==> src/rtl/bcd_color_encoder.sv <==
// ---------------------------------------------------------------------------
// bcd_color_encoder
//
// Converts an IN_W-bit unsigned value into DIGITS decimal digits using an
// iterative double-dabble (one input bit per clock), then maps every digit
// to a 12-bit RGB colour code for the display path. Values that do not fit
// in DIGITS digits saturate to all nines and raise o_ovf. Leading zero
// digits can optionally be replaced by BLANK_CODE.
//
// Ports
//   clk         clock, rising edge
//   rst         synchronous reset, active-high
//   i_valid     i_num / i_lz_blank valid
//   o_ready     encoder can accept (high only while idle)
//   i_num       unsigned value to encode
//   i_lz_blank  1 = blank leading zero digits with BLANK_CODE
//   o_valid     o_code / o_ovf valid
//   i_ready     downstream accepts the result
//   o_code      colour codes, MS digit in bits [12*DIGITS-1 -: 12]
//   o_ovf       latched value >= 10**DIGITS, result saturated
//   o_busy      conversion in progress
// ---------------------------------------------------------------------------
module bcd_color_encoder #(
    parameter int          IN_W       = 14,
    parameter int          DIGITS     = 4,
    parameter logic [11:0] BLANK_CODE = 12'h111
) (
    input  logic                  clk,
    input  logic                  rst,
    input  logic                  i_valid,
    output logic                  o_ready,
    input  logic [IN_W-1:0]       i_num,
    input  logic                  i_lz_blank,
    output logic                  o_valid,
    input  logic                  i_ready,
    output logic [12*DIGITS-1:0]  o_code,
    output logic                  o_ovf,
    output logic                  o_busy
);

    // Only the low DIGITS digits are kept. Double-dabble carries flow
    // strictly upward, so truncating the top never corrupts the kept digits;
    // overflow is instead detected by comparing the input against 10**DIGITS
    // once at accept time.
    localparam int BCD_W = 4 * DIGITS;
    localparam int CNT_W = $clog2(IN_W + 1);

    function automatic logic [63:0] pow10(input int n);
        logic [63:0] r;
        r = 64'd1;
        for (int k = 0; k < n; k++) r = r * 64'd10;
        return r;
    endfunction

    localparam logic [63:0] LIMIT = pow10(DIGITS);

    function automatic logic [11:0] digit_color(input logic [3:0] d);
        case (d)
            4'd0:    return 12'h000;
            4'd1:    return 12'hF00;
            4'd2:    return 12'hF80;
            4'd3:    return 12'hFF0;
            4'd4:    return 12'h0F0;
            4'd5:    return 12'h0FF;
            4'd6:    return 12'h08F;
            4'd7:    return 12'h00F;
            4'd8:    return 12'hF0F;
            4'd9:    return 12'hFFF;
            default: return 12'h000;
        endcase
    endfunction

    function automatic logic [BCD_W-1:0] add3(input logic [BCD_W-1:0] b);
        logic [BCD_W-1:0] r;
        r = b;
        for (int k = 0; k < DIGITS; k++)
            if (b[4*k +: 4] >= 4'd5) r[4*k +: 4] = b[4*k +: 4] + 4'd3;
        return r;
    endfunction

    function automatic logic [12*DIGITS-1:0] encode(input logic [BCD_W-1:0] b,
                                                    input logic ovf,
                                                    input logic lz);
        logic [12*DIGITS-1:0] r;
        logic                 seen;   // a non-zero digit exists at or above this one
        logic [3:0]           d;
        r    = '0;
        seen = 1'b0;
        for (int k = DIGITS - 1; k >= 0; k--) begin
            d = b[4*k +: 4];
            if (d != 4'd0) seen = 1'b1;
            if (ovf)
                r[12*k +: 12] = 12'hFFF;
            else if (lz && !seen && k != 0)
                r[12*k +: 12] = BLANK_CODE;
            else
                r[12*k +: 12] = digit_color(d);
        end
        return r;
    endfunction

    typedef enum logic [1:0] {IDLE, CONV, DONE} state_t;

    state_t           state;
    logic [CNT_W-1:0] cnt;
    logic [IN_W-1:0]  val;
    logic [BCD_W-1:0] bcd;
    logic [BCD_W-1:0] bcd_adj;
    logic             lz;
    logic             ovf_pend;

    assign bcd_adj = add3(bcd);

    // Control path and registered outputs.
    always_ff @(posedge clk) begin
        if (rst) begin
            state   <= IDLE;
            cnt     <= '0;
            o_ready <= 1'b1;
            o_valid <= 1'b0;
            o_busy  <= 1'b0;
            o_code  <= '0;
            o_ovf   <= 1'b0;
        end else begin
            case (state)
                IDLE: begin
                    if (i_valid) begin
                        cnt     <= CNT_W'(IN_W);
                        o_ready <= 1'b0;
                        o_busy  <= 1'b1;
                        state   <= CONV;
                    end
                end
                CONV: begin
                    if (cnt != '0) begin
                        cnt <= cnt - CNT_W'(1);
                    end else begin
                        // All bits shifted in; publish on the following edge.
                        o_code  <= encode(bcd, ovf_pend, lz);
                        o_ovf   <= ovf_pend;
                        o_valid <= 1'b1;
                        o_busy  <= 1'b0;
                        state   <= DONE;
                    end
                end
                DONE: begin
                    if (i_ready) begin
                        o_valid <= 1'b0;
                        o_ready <= 1'b1;
                        state   <= IDLE;
                    end
                end
                default: state <= IDLE;
            endcase
        end
    end

    // Conversion datapath; contents are don't-care outside CONV.
    always_ff @(posedge clk) begin
        if (state == IDLE && i_valid) begin
            val      <= i_num;
            lz       <= i_lz_blank;
            bcd      <= '0;
            ovf_pend <= (64'(i_num) >= LIMIT);
        end else if (state == CONV && cnt != '0) begin
            bcd <= {bcd_adj[BCD_W-2:0], val[IN_W-1]};
            val <= val << 1;
        end
    end

endmodule

==> config.mk <==
export PLATFORM = sky130hd
export DESIGN_NAME = bcd_color_encoder
export DESIGN_NICKNAME = d
export VERILOG_FILES = /design/src/rtl/bcd_color_encoder.sv
export SDC_FILE = /design/constraint.sdc
export NUM_CORES = 1
export LEC_CHECK = 0
export CELL_PAD_IN_SITES_DETAIL_PLACEMENT = 0
export CELL_PAD_IN_SITES_GLOBAL_PLACEMENT = 1
export CORE_MARGIN = 1.5
export CORE_UTILIZATION = 43
export CTS_BUF_LIST = sky130_fd_sc_hd__clkbuf_16
export CTS_CLUSTER_DIAMETER = 80
export DETAILED_ROUTE_END_ITERATION = 8
export PLACE_DENSITY = 0.95
export SETUP_SLACK_MARGIN = 0.5
export SLEW_MARGIN = 20
export SYNTH_ARGS = -nofsm -noshare
export SYNTH_HDL_FRONTEND = slang
export SYNTH_SLANG_ARGS = --single-unit
==> constraint.sdc <==
create_clock -name clk -period 4.1 [get_ports clk]
set_clock_uncertainty 0.2 [all_clocks]
set_input_delay 1.025 -clock clk [delete_from_list [all_inputs] [get_ports clk]]
set_output_delay 1.025 -clock clk [all_outputs]
set_load 0.05 [all_outputs]
### Word-level counts from Yosys, hierarchy flattened

Memory sizes are Yosys's and may differ from the RTL's. A register that Yosys moved wholly into a read port is not among the register bits.
Index checks and enable logic that the tools add are counted.

| word-level totals | value |
|---|---|
| flip-flop bits (word level) | 90 |
| bits in latches | 0 |
| memory bits (writable) | 0 |
| memory bits (read-only) | 768 |
| bits of input ports | 19 |
| output and inout port bits | 52 |
| word-level logic and storage cells | 104 |
| memories kept | 4 |

| operators by class | value |
|---|---|
| $add $sub $neg | 5 |
| $mul | 0 |
| div/mod/pow operators | 0 |
| $lt $le $gt $ge | 5 |
| equality and inequality tests | 6 |
| shift-type cells | 0 |
| muxes and demuxes | 49 |
| bitwise logic cells | 1 |
| reduce and logical (&&, ||, !) cells | 23 |

Memories:

| memory | words | bits a word | read ports | clocked after Yosys merged registers in | write ports | line | RTL |
|---|---|---|---|---|---|---|---|
| (no name shown) | 16 | 12 | 1 | 1 | 0 | 58 | `case (d)` |
| (no name shown) | 16 | 12 | 1 | 1 | 0 | 58 |  |
| (no name shown) | 16 | 12 | 1 | 1 | 0 | 58 |  |
| (no name shown) | 16 | 12 | 1 | 1 | 0 | 58 |  |

Operator list:

| cell | number |
|---|---|
| 12-bit 2-to-1 mux | 7 |
| 4-bit 2-to-1 mux | 13 |
| 14-bit 2-to-1 mux | 2 |
| 1-bit 2-to-1 mux | 18 |
| 4-bit by 3-bit greater-or-equal comparator with 1-bit output (second input constant) | 4 |
| 4-bit nonzero test | 4 |
| 3-bit AND reduction | 5 |
| 14-bit greater-or-equal comparator (second input constant) | 1 |
| 4-bit by 2-bit adder with 4-bit output (second input constant) | 3 |
| 2-bit != test (second input constant) | 4 |
| 4-bit one-hot mux with 2 select lines | 1 |
| 2-bit nonzero test | 4 |
| 2-bit 2-to-1 mux | 3 |
| 1-bit one-hot mux with 2 select lines | 3 |
| 2-bit one-hot mux with 3 select lines | 1 |
| 1-bit logical AND | 5 |
| 4-bit by 1-bit subtractor with 4-bit output (second input constant) | 1 |
| 3-bit by 2-bit adder with 3-bit output (second input constant) | 1 |
| 1-bit logical NOT | 3 |
| 3-bit 2-to-1 mux | 1 |
| 2-bit by 1-bit equality test with 1-bit output (second input constant) | 1 |
| 2-bit equality test (second input constant) | 1 |
| 2-bit logical NOT | 1 |
| 2-bit AND reduction | 1 |
| 1-bit NOT | 1 |

### Depth between registers and ports, before layout

| depth | value |
|---|---|
| depth in word-level cells | 17 |
| gate-level depth with buffers | 10 |

### Least setup slack after synthesis

OpenSTA, ideal clock, no wires.

| timing | value |
|---|---|
| path kind | in2reg |
| start point | input port i_valid |
| end point | register cnt[2] |
| setup time | 91 ps |
| arrival | 2414 ps |
| data required time | 3809 ps |
| setup slack | 1395 ps |
| cell stages on the path | 5 |
| cell sequence | o21bai_1 nor2_1 o21ai_0 nor2b_1 a311oi_1 |

| on the way | value |
|---|---|
| word-level cells in the longest chain between the ends | 2 |

RTL lines:

| element | line | RTL |
|---|---|---|
| start, declared | 30 | `input logic i_valid,` |
| 2-bit != test (no source line) | -- |  |
| 3-bit AND reduction (no source line) | -- |  |
| end signal, assigned | 128 | `cnt <= CNT_W'(IN_W);` |
| end signal, assigned | 136 | `cnt <= cnt - CNT_W'(1);` |
| end, declared | 105 | `logic [CNT_W-1:0] cnt;` |

Every way passes these cells.
A chain may end at the register's enable or synchronous reset.

==> run_results.csv <==
group,metric,value,unit
sta,rsz0062_at_grt,"false",
sta,period_needed,3045,ps
global_route,grtUsageTotal,17.45,%
power_and_ir_drop,p_switching,807.9,uW
critical_path,crit_family,"buffers and inverters",
critical_path,end_kind,"flip-flop",
final_layout,diodes,0,
global_route,first_global_vias,3026,
power_and_ir_drop,powerDensity,476.2,nW/um2
place,place_congestion,0.8413,
sta,setup_viol,0,
synthesis,syn_inst,456,
cts,clkLatencyLatePin,340,ps
synthesis,synth_nets,487,
critical_path,worst-path-max-fanout,18,
floorplan,die_y,100.5,um
routing,drc,0,
global_route,grt_pass1_wl,13.98,mm
place,place_hpwl,6.011,mm
synthesis,synth_top_area_cell,"dfxtp_1",
power_and_ir_drop,ir_worst_vdd,0.2278,mV
routing,vias,3273,
sta,slew-limit-headroom,51.89,%
critical_path,path_buf_inv,3,
hold_path,hold_path_end,"o_code[19]",
cts,path_clk_slew,60,ps
synthesis,ys.flop_type,"dfxtp_1",
cts,htree_levels,3,
synthesis,seq_area_frac_synth,44.61,%
routing,wl_per_cell,13.20,um
floorplan,fp-row-count,35,
critical_path,worstSetupPathType,"in -> reg",
synthesis,ys_ff_latch,83,
cts,cts.sinks,83,
synthesis,netlist_area,4084,um2
critical_path,r2r_cells,9,
sta,tns,0,ps
final_layout,layout.nets,531,
routing,drt_iter0_markers,144,
routing,route.antenna.remaining_nets,0,
sta,hold_viol_final,0,
floorplan,io-pin-count,71,
synthesis,avgSynthCellArea,8.956,um2
floorplan,die_w,100.5,um
critical_path,ff2ff_setup_slack,1510,ps
place,dp_slack,713.0,ps
floorplan,start_util,44.20,%
synthesis,synth_top_area_share,32.84,%
synthesis,synth.distinct_cells,69,
hold_path,min_path_cells,2,
critical_path,crit_arrival,3070,ps
hold_path,holdCritStartpoint,"o_code[19]",
synthesis,synth-edff-count,16,
final_layout,fillers,839,
routing,viasPerCell,5.162,
sta,clock.fmax,328.4,MHz
synthesis,synth_area_leaders,"dfxtp_1 (33%), edfxtp_1 (12%), nand2_1 (5.9%), buf_4 (4.2%), nor3_1 (4.2%)",
synthesis,async_reset_ff_share,0,%
job,drv_cap,0,
cts,cts_tree,"done",
cts,root_buffer,"clkbuf_16",
synthesis,synth_most_common_cell,"dfxtp_1",
sta,layout_setup_ws,1055,ps
final_layout,seq_area,1822,um2
synthesis,ys_top_cells_by_count,"dfxtp_1 (67), nand2_1 (64), nor2_1 (43), nor3_1 (34), buf_4 (23)",
outcome,status,"finished, final reports clean",
sta,tightest_slew,719.9,ps
critical_path,max_stage_delay,670,ps
final_layout,multi_input_area,1906,um2
cts,cts-resized-gates,0,
final_layout,drive_gt1_share,9.703,%
final_layout,areaGrowthSynthToFinish,21.84,%
floorplan,core-area,9240,um2
hold_path,hold_path.class,"reg -> reg",
power_and_ir_drop,clkPwrFrac,31.7,%
power_and_ir_drop,p_seq_share,42.2,%
cts,cts_made_buffers,9,
critical_path,r2r-start,"cnt[0]",
synthesis,yosys_warnings,0,
global_route,grt_max_degree,36,
power_and_ir_drop,cellLeakagePower,1.855,nW
floorplan,fp.dieArea,10090,um2
cts,cts_hold_buf,0,
power_and_ir_drop,switching_share,34.10,%
sta,drv_slew,0,
routing,totalWireLength,8.369,mm
critical_path,crit_required,4120,ps
global_route,grt_overflow,0,
power_and_ir_drop,p_int,1.562,mW
cts,postCtsSetupBuffers,0,
critical_path,worstPathCellList,"clkdlybuf4s50_1, or3b_1, clkinv_4, buf_4, nor2_1, a221oi_2",
power_and_ir_drop,power_frac_comb,26.1,%
critical_path,slowest_stage,"or3b_1",
global_route,antenna_found_initial,0,
cts,cts_buffer_depth,2,
place,portBuffers,70,
sta,period_share,74.28,%
routing,firstDrtPassIters,4,
critical_path,start_kind,"primary input",
[per-stage QoR]
stage | hold slack (ps) | cells | util, % | power (mW) | area (um2)
global route | 291.0 | 634 | 53.85 | 2.472 | 4976
detailed placement | 250.6 | 618 | 50.86 | 1.638 | 4700
floorplan | 270.5 | 456 | - | 1.482 | 4084
global placement | 244.3 | 618 | 50.86 | 1.623 | 4700
finish | 252.8 | 634 | 53.85 | 2.370 | 4976
CTS | 259.6 | 634 | 53.85 | 2.386 | 4976
[worst max-delay path by stage]
| stage | start | endpoint | slack (ps) | cells after the start |
|---|---|---|---|---|
| final | i_valid | flip-flop | 1050 | 6 |
| after global routing | i_valid | flip-flop | 960 | 5 |
| after CTS | i_valid | flip-flop | 1060 | 5 |
| after detailed placement | i_valid | flip-flop | 710 | 5 |
| after global placement | i_valid | flip-flop | 770 | 5 |
| after floorplan | i_valid | cnt[2] | 1390 | 5 |
[power by group through the flow]
stage                     sequential (mW)  combinational (mW)  clock, mW
after CTS                            1.00               0.622      0.763
final                                1.00               0.617      0.751
after detailed placement             1.02               0.620          0
after global routing                 1.01               0.666      0.794
after global placement               1.01               0.609          0
after floorplan                      1.10               0.381          0
[per-layer routing]
| metal | wire, um | global-route usage, % |
|---|---|---|
| met1 | 3994 | 22.74 |
| met2 | 3825 | 28.83 |
| met3 | 420 | 3.259 |
| met4 | 128 | 6.717 |
| met5 | 0 | 0 |
[worst reg2reg max path: cells and delay by family (launching register included)]
| family | cells | cell delay [ps] |
|---|---|---|
| AO/OA/AOI/OAI | 2 | 440 |
| adder cells (fa/ha/maj) | 1 | 230 |
| buffers and inverters | 2 | 190 |
| flip-flops | 1 | 310 |
| AND/OR/NAND/NOR | 4 | 1100 |
[area by class of cell]
class | count | share of cell area (%)
Clock inverter | 7 | 1.031
Tap cell | 129 | 3.244
Inverter | 18 | 1.458
Timing Repair Buffer | 75 | 14.84
Clock buffer | 9 | 4.526
Sequential cell | 83 | 36.61
Multi-Input combinational cell | 313 | 38.30
[kinds of logic after synthesis]
logic type	synth area share (%)
simple gates	23.90
mux	0.5208
buf+inv	8.731
compound gates	17.92
xor+xnor	0.6435
flops	44.61
fa+ha+maj	3.676
[cells in the final DEF (no fill, tap or decap), types with 3 or more instances in the layout]
master	synthesis	final
o21ai_1	7	7
o211ai_1	7	7
nor3_1	34	34
o31a_1	4	4
nand2b_1	9	9
nor2b_1	5	5
a21oi_1	20	20
ha_1	12	12
nor2_1	43	43
edfxtp_1	16	16
inv_1	14	15
a21o_1	3	3
or3_1	5	5
o22ai_1	3	3
clkbuf_16	0	9
nand3b_1	3	3
clkdlybuf4s50_1	0	70
o21ai_0	16	16
buf_4	23	5
and2_1	6	6
dfxtp_1	67	67
nand3_1	8	8
o21a_1	3	3
o31ai_2	3	3
nand2_1	64	64
a211oi_1	11	11
inv_2	3	3
(Power assumes the default switching activity.)
